File: src/rtl/ps2_rx_fifo.sv
// PS/2 receiver: 3-flop sync, 11-bit deframer, 2^FIFO_AW byte FIFO popped by active-low nextdata_n; byte lands one edge after stop sample.
// Full FIFO without a same-cycle pop drops the byte and sets sticky overflow. Define PS2_PARITY_CHECK_EN to reject odd-parity failures.
module ps2_rx_fifo #(
    parameter int FIFO_AW = 3
) (
    input  logic       clk,
    input  logic       clrn,
    input  logic       ps2_clk,
    input  logic       ps2_data,
    output logic [7:0] data,
    output logic       ready,
    input  logic       nextdata_n,
    output logic       overflow,
    output logic [7:0] key_count,
    output logic       frame_err
);

    localparam int DEPTH = 1 << FIFO_AW;
    localparam logic [FIFO_AW:0] PTR_ONE = {{FIFO_AW{1'b0}}, 1'b1};

`ifdef PS2_PARITY_CHECK_EN
    localparam bit PARITY_CHECK = 1'b1;
`else
    localparam bit PARITY_CHECK = 1'b0;
`endif

    logic [2:0]         clk_sync_q;
    logic [2:0]         dat_sync_q;
    logic [3:0]         cnt_q, cnt_d;
    logic [7:0]         shift_q, shift_d;
    logic               par_q, par_d;
    logic [FIFO_AW:0]   wptr_q, rptr_q;
    logic [7:0]         mem_q [DEPTH];
    logic               ovf_q;
    logic               ferr_q;
    logic               brk_q, brk_d;
    logic [7:0]         kcnt_q, kcnt_d;

    logic fall;
    logic bit_s;
    logic frame_done;
    logic frame_ok;
    logic empty;
    logic full;
    logic do_pop;
    logic do_push;
    logic drop;

    // Data flop of the same age as the last-high clock flop: the value held just before the fall.
    assign fall  = clk_sync_q[2] & ~clk_sync_q[1];
    assign bit_s = dat_sync_q[2];

    always_comb begin
        cnt_d      = cnt_q;
        shift_d    = shift_q;
        par_d      = par_q;
        frame_done = 1'b0;
        frame_ok   = 1'b0;
        if (fall) begin
            if (cnt_q == 4'd0) begin
                if (!bit_s) begin
                    cnt_d = 4'd1;
                end
            end else if (cnt_q <= 4'd8) begin
                shift_d = {bit_s, shift_q[7:1]};
                cnt_d   = cnt_q + 4'd1;
            end else if (cnt_q == 4'd9) begin
                par_d = bit_s;
                cnt_d = 4'd10;
            end else begin
                frame_done = 1'b1;
                cnt_d      = 4'd0;
                frame_ok   = bit_s & (~PARITY_CHECK | (^{shift_q, par_q}));
            end
        end
    end

    assign empty  = (wptr_q == rptr_q);
    assign full   = (wptr_q[FIFO_AW] != rptr_q[FIFO_AW]) &&
                    (wptr_q[FIFO_AW-1:0] == rptr_q[FIFO_AW-1:0]);
    assign do_pop  = ~nextdata_n & ~empty;
    // A full FIFO still accepts when the head leaves on the same edge.
    assign do_push = frame_ok & (~full | do_pop);
    assign drop    = frame_ok & full & ~do_pop;

    always_comb begin
        brk_d  = brk_q;
        kcnt_d = kcnt_q;
        if (frame_ok) begin
            if (shift_q == 8'hF0) begin
                brk_d = 1'b1;
            end else if (shift_q != 8'hE0 && brk_q) begin
                kcnt_d = kcnt_q + 8'd1;
                brk_d  = 1'b0;
            end
        end
    end

    always_ff @(posedge clk) begin
        if (clrn) begin
            clk_sync_q <= '1;
            dat_sync_q <= '1;
            cnt_q      <= '0;
            shift_q    <= '0;
            par_q      <= 1'b0;
            wptr_q     <= '0;
            rptr_q     <= '0;
            ovf_q      <= 1'b0;
            ferr_q     <= 1'b0;
            brk_q      <= 1'b0;
            kcnt_q     <= '0;
            for (int i = 0; i < DEPTH; i++) begin
                mem_q[i] <= '0;
            end
        end else begin
            clk_sync_q <= {clk_sync_q[1:0], ps2_clk};
            dat_sync_q <= {dat_sync_q[1:0], ps2_data};
            cnt_q      <= cnt_d;
            shift_q    <= shift_d;
            par_q      <= par_d;
            brk_q      <= brk_d;
            kcnt_q     <= kcnt_d;
            ferr_q     <= frame_done & ~frame_ok;
            if (do_push) begin
                mem_q[wptr_q[FIFO_AW-1:0]] <= shift_q;
                wptr_q <= wptr_q + PTR_ONE;
            end
            if (do_pop) begin
                rptr_q <= rptr_q + PTR_ONE;
            end
            if (drop) begin
                ovf_q <= 1'b1;
            end
        end
    end

    assign data      = mem_q[rptr_q[FIFO_AW-1:0]];
    assign ready     = ~empty;
    assign overflow  = ovf_q;
    assign key_count = kcnt_q;
    assign frame_err = ferr_q;

endmodule

File: config.mk
export PLATFORM = sky130hd
export DESIGN_NAME = ps2_rx_fifo
export DESIGN_NICKNAME = d
export VERILOG_FILES = /design/src/rtl/ps2_rx_fifo.sv
export SDC_FILE = /design/constraint.sdc
export NUM_CORES = 1
export LEC_CHECK = 0
export BUFFER_PORTS_ARGS = -buffer_cell sky130_fd_sc_hd__buf_2
export CAP_MARGIN = 5
export CORE_AREA = 2 2 134 136
export DETAILED_ROUTE_END_ITERATION = 10
export DIE_AREA = 0 0 136 138
export PLACE_DENSITY = 0.49
export SLEW_MARGIN = 20
export SYNTH_ARGS = -nofsm -noshare
export SYNTH_HDL_FRONTEND = slang
export SYNTH_SLANG_ARGS = --single-unit
File: constraint.sdc
create_clock -name clk -period 2.9 [get_ports clk]
set_clock_uncertainty 0.2 [all_clocks]
set_input_delay 0.29 -clock clk [delete_from_list [all_inputs] [get_ports clk]]
set_output_delay 0.29 -clock clk [all_outputs]
set_load 0.02 [all_outputs]
==> results <==
- Summed over all cells, the static leakage comes to 1.993 nW.
- The initial antenna violation count is 0.
- The area used by multi-input combinational logic is 2195 um2.
- The library cells used most frequently in the layout, excluding fill and tap cells, are 64 x sky130_fd_sc_hd__edfxtp_1, 62 x sky130_fd_sc_hd__and2_1, 40 x sky130_fd_sc_hd__dfxtp_1.
- The routed design has 10770 um of wire.
- Buffers placed on the I/O ports in this run total 23.
- Setup total negative slack on the finished layout was measured at 0 ns.
- The number of warnings issued by yosys is 0.
- The number of library cell types mapped by synthesis is 50.
- The count of flip-flops with a built-in enable after synthesis is 64.
- After Yosys synthesis, and, or, nand and nor cells account for 18.87% of the synthesized area.
- The part of the cycle the worst path needs is 88.83%.
- The floorplan row count is 49.
- After clock tree synthesis, the clock-pin slew on the worst setup and hold paths is 0.07 ns.
- The number of antenna diodes is 0.
- The core footprint is 17530 um2.
- The worst slew slack as a fraction of its limit is 57.94%.
- The critical path ends at mem_q[0][6].
- The met1 track demand over resource in global routing is 16.77%.
- Summing the areas of all xor and xnor instances in the mapped netlist gives 1.209% of the synthesized area.
- The start point of the worst min-delay path is nextdata_n.
- Sorting the synthesized cells by area gives the leading types as sky130_fd_sc_hd__edfxtp_1 38%, sky130_fd_sc_hd__dfxtp_1 16%, sky130_fd_sc_hd__and2_1 7.6%.
- The global route total overflow is 0.
- The synthesized netlist devotes 10.04% of its cell area to compound gates.
- The startpoint class of the critical path is a flip-flop.
- The arrival time at the worst endpoint is 2.42 ns.
- The cell area after synthesis is 5072 um2.
- The clock tree from TritonCTS is built.
- The largest family of logic cells by synthesized area is simple AND/OR/NAND/NOR gates.
- For met3 alone, demand over resource in global routing was 2.274%.
- The routed layout has 3061 vias.
- The biggest area contributor in the post-synthesis netlist is sky130_fd_sc_hd__edfxtp_1.
- The highest clock frequency the design can meet is 388.2 MHz.
- Across the run, the number of max-cap violations was 0.
- The total half-perimeter wirelength after legalization and detailed placement is 7387 um.
- The total I/O pin count is 24.
- The post-synthesis share of cell area spent on full adders, half adders and majority gates is 1.480%.
- The die boundary width is 136 um.
- The maximum buffer depth of the clock tree is 2.
- For the pin with the worst max-slew slack, the measured transition is 0.6265 ns.
- The residual antenna-violating net count after detailed routing is 0.
- In this run, the number of DRC markers left after iteration 0 of detailed routing was 159.
- The power density over the cells is 512.2 nW/um2.
- The post-CTS setup buffer count is 0.
- The most common cell after layout, fill and taps aside is sky130_fd_sc_hd__edfxtp_1.
- The main flop type after synthesis is sky130_fd_sc_hd__edfxtp_1.
- The placer's final routability congestion estimate is 0.7684.
- The proportion of netlist area held by the largest area contributor is 37.89%.
- The worst hold slack is 0.1892 ns.
- The critical path capture point type is a flip-flop.
- Using the TritonRoute via totals, the vias-per-cell ratio works out to 4.680.
- Global routing used 12.27% of the available tracks.
- In this run the worst hold path is classified as primary input to flip-flop.
- The critical path launch point is cnt_q[0].
- Of the cells placed in the final design, the portion with a size suffix greater than 1 is 27.06%.
- The start-to-end type of the worst setup path is flip-flop to flip-flop.
- The startpoint identified for the worst register-to-register timing path is cnt_q[0].
- The instance count after placement with tap cells included is 636.
- The first global-routing pass estimated 17320 um of wire.
- The layout overhead on the synthesized area is 14.28%.
- The worst setup slack before clock tree synthesis is 0.3400 ns.
- The most crowded layer after global routing is met2.
- Dividing the synthesized area by the synthesized cell count gives 12.87 um2.
- The number of nets handed over by synthesis was 405.
- The flow ran to the end, and the final reports show no timing, DRC or antenna violations.
- The worst path needs 2.576 ns of the cycle, external delays included.
- The tree built by TritonCTS fans out to 104 sinks.
- The synthesized netlist cell count is 394.
- The pre-antenna-repair detailed-routing pass consisted of 4 iterations.
- The wire length per cell after detailed routing is 16.46 um.
- The critical register-to-register path endpoint is mem_q[0][6].
- Sequential elements use 53.68% of the synthesized area.
- The vertical die dimension is 138 um.
- The highest net fanout along the worst path is 15.
- The effective utilization at floorplan is 28.93%.
- The flip-flop and latch count after synthesis is 104.
- The final worst slack is 0.3239 ns.
- The maximum number of pins on one net before global-route repair is 50.
- Setup slack on the worst reg-to-reg path comes out at 0.32 ns.
- The total number of nets in the final design is 431.
- The register area is 2723 um2.
- Setup repair after global routing left no endpoint under its margin.
- The finished layout holds 654 standard cells, fillers aside.
- The area of the die is 18770 um2.
- The multiplexer fraction of the synthesized cell area is 11.67%.
- The final hold violation count is 0.
- The H-tree was split into 3 levels.
- The required time of the critical path is 2.74 ns.
- The number of endpoints failing setup at the final stage is 0.
- Counting the fill cells in the layout gives 1764.
- Across the VDD grid, the largest voltage drop is 0.2177 mV.
- The via count of the first global-routing pass is 3093.
- The final number of max-transition violations was 0.
- For this run, design rule violations remaining after detail routing come to 0.
- Global routing used 18.88% of the available met2 tracks.
- The share of flip-flops with an asynchronous set or reset after synthesis is 0%.
- The worst register-to-register path has a depth of 6.
- The clock insertion delay at the later pin of the skew report is 0.35 ns.
- The clock tree root driver cell is sky130_fd_sc_hd__clkbuf_16.
- Counting the buffers created by CTS gives 9.
## per-layer routing
layer,up-vias,wire length (um)
li1,1503,-
met3,17,304
met1,1491,5188
met5,-,0
met2,50,5046
met4,0,226
## where the power goes
| part | internal, W | switching, W | leakage, nW | total [W] |
|---|---|---|---|---|
| registers | 0.00160 | 0.0000137 | 0.984 | 0.00161 |
| clock network | 0.000747 | 0.000523 | 0.147 | 0.00127 |
| logic | 0.0000321 | 0.0000552 | 0.862 | 0.0000873 |
| total | 0.00238 | 0.000592 | 1.99 | 0.00297 |
## cell type report
class / instances / share of cell area, %
tap: 229 / 4.943
sequential: 104 / 46.97
multi-input combinational: 259 / 37.86
clock buffer: 9 / 3.885
clock inverter: 7 / 1.489
timing repair buffer: 43 / 4.662
inverter: 3 / 0.1943
## cells by family after synthesis
logic type | after synthesis
DFF | 104
muxes | 37
and+or+nand+nor | 159
buffers and inverters | 31
xor gates and xnor gates | 7
AOI/OAI and AO/OA | 50
adders and majority gates | 6
## how the worst min path moves through the flow
stage                     to  cells after the start
3_5_place_dp   dat_sync_q[1]                      1
5_1_grt        dat_sync_q[1]                      1
6_report           rptr_q[2]                      4
3_3_place_gp   dat_sync_q[2]                      1
2_1_floorplan  clk_sync_q[1]                      1
4_1_cts            wptr_q[3]                      3
## timing repair
| action | 4_1_cts | 5_1_grt |
|---|---|---|
| hold buffers | 2 | 0 |
| gates resized for setup | 0 | 0 |
| hold endpoints to repair | 2 | 0 |
## metrics by stage
stage               total power (W)  util [%]  area [um2]
finish                     0.002969     33.06        5797
global route               0.003055     33.06        5797
CTS                        0.003011     33.06        5797
detailed placement         0.001732     31.17        5465
global placement           0.001730     31.17        5465
floorplan                  0.001700         -        5072
## flip-flops by register name, indices dropped and copies added (netlist names), named ones only
signal	count
clk_sync_q	3
cnt_q	4
key_count	8
dat_sync_q	3
shift_q	8
rptr_q	4
mem_q	64
frame_err	1
overflow	1
brk_q	1
wptr_q	4
## worst max-delay path, stage by stage, from the launching register on
cell and delay [ns]:
sky130_fd_sc_hd__dfxtp_1 0.45, sky130_fd_sc_hd__inv_1 0.07, sky130_fd_sc_hd__ha_1 0.28, sky130_fd_sc_hd__o21bai_4 0.19, sky130_fd_sc_hd__nand4_4 0.32, sky130_fd_sc_hd__a2111oi_4 0.46
sky130_fd_sc_hd__or2_2 0.29
## cell usage after synthesis (2+ instances only)
master	count
sky130_fd_sc_hd__nand2_1	9
sky130_fd_sc_hd__mux2_2	16
sky130_fd_sc_hd__edfxtp_1	64
sky130_fd_sc_hd__a2111oi_4	9
sky130_fd_sc_hd__nor2_1	16
sky130_fd_sc_hd__nand4_1	4
sky130_fd_sc_hd__xnor2_1	7
sky130_fd_sc_hd__or3_1	2
sky130_fd_sc_hd__or4_1	2
sky130_fd_sc_hd__inv_1	3
sky130_fd_sc_hd__a2111oi_0	2
sky130_fd_sc_hd__and2_1	62
sky130_fd_sc_hd__buf_1	2
sky130_fd_sc_hd__mux4_2	16
sky130_fd_sc_hd__buf_6	4
sky130_fd_sc_hd__or2_2	13
sky130_fd_sc_hd__ha_1	6
sky130_fd_sc_hd__and3_1	3
sky130_fd_sc_hd__nor4_1	4
sky130_fd_sc_hd__o21ai_0	13
sky130_fd_sc_hd__a41oi_1	3
sky130_fd_sc_hd__nor3_1	4
sky130_fd_sc_hd__nand2b_1	7
sky130_fd_sc_hd__o31ai_1	2
sky130_fd_sc_hd__buf_2	4
sky130_fd_sc_hd__nor2b_1	11
sky130_fd_sc_hd__clkbuf_1	17
sky130_fd_sc_hd__mux2i_1	4
sky130_fd_sc_hd__nand3_1	10
sky130_fd_sc_hd__dfxtp_1	40
sky130_fd_sc_hd__a21oi_1	14
sky130_fd_sc_hd__nor3b_1	3
Note: power is estimated with default switching activity, not from simulation.
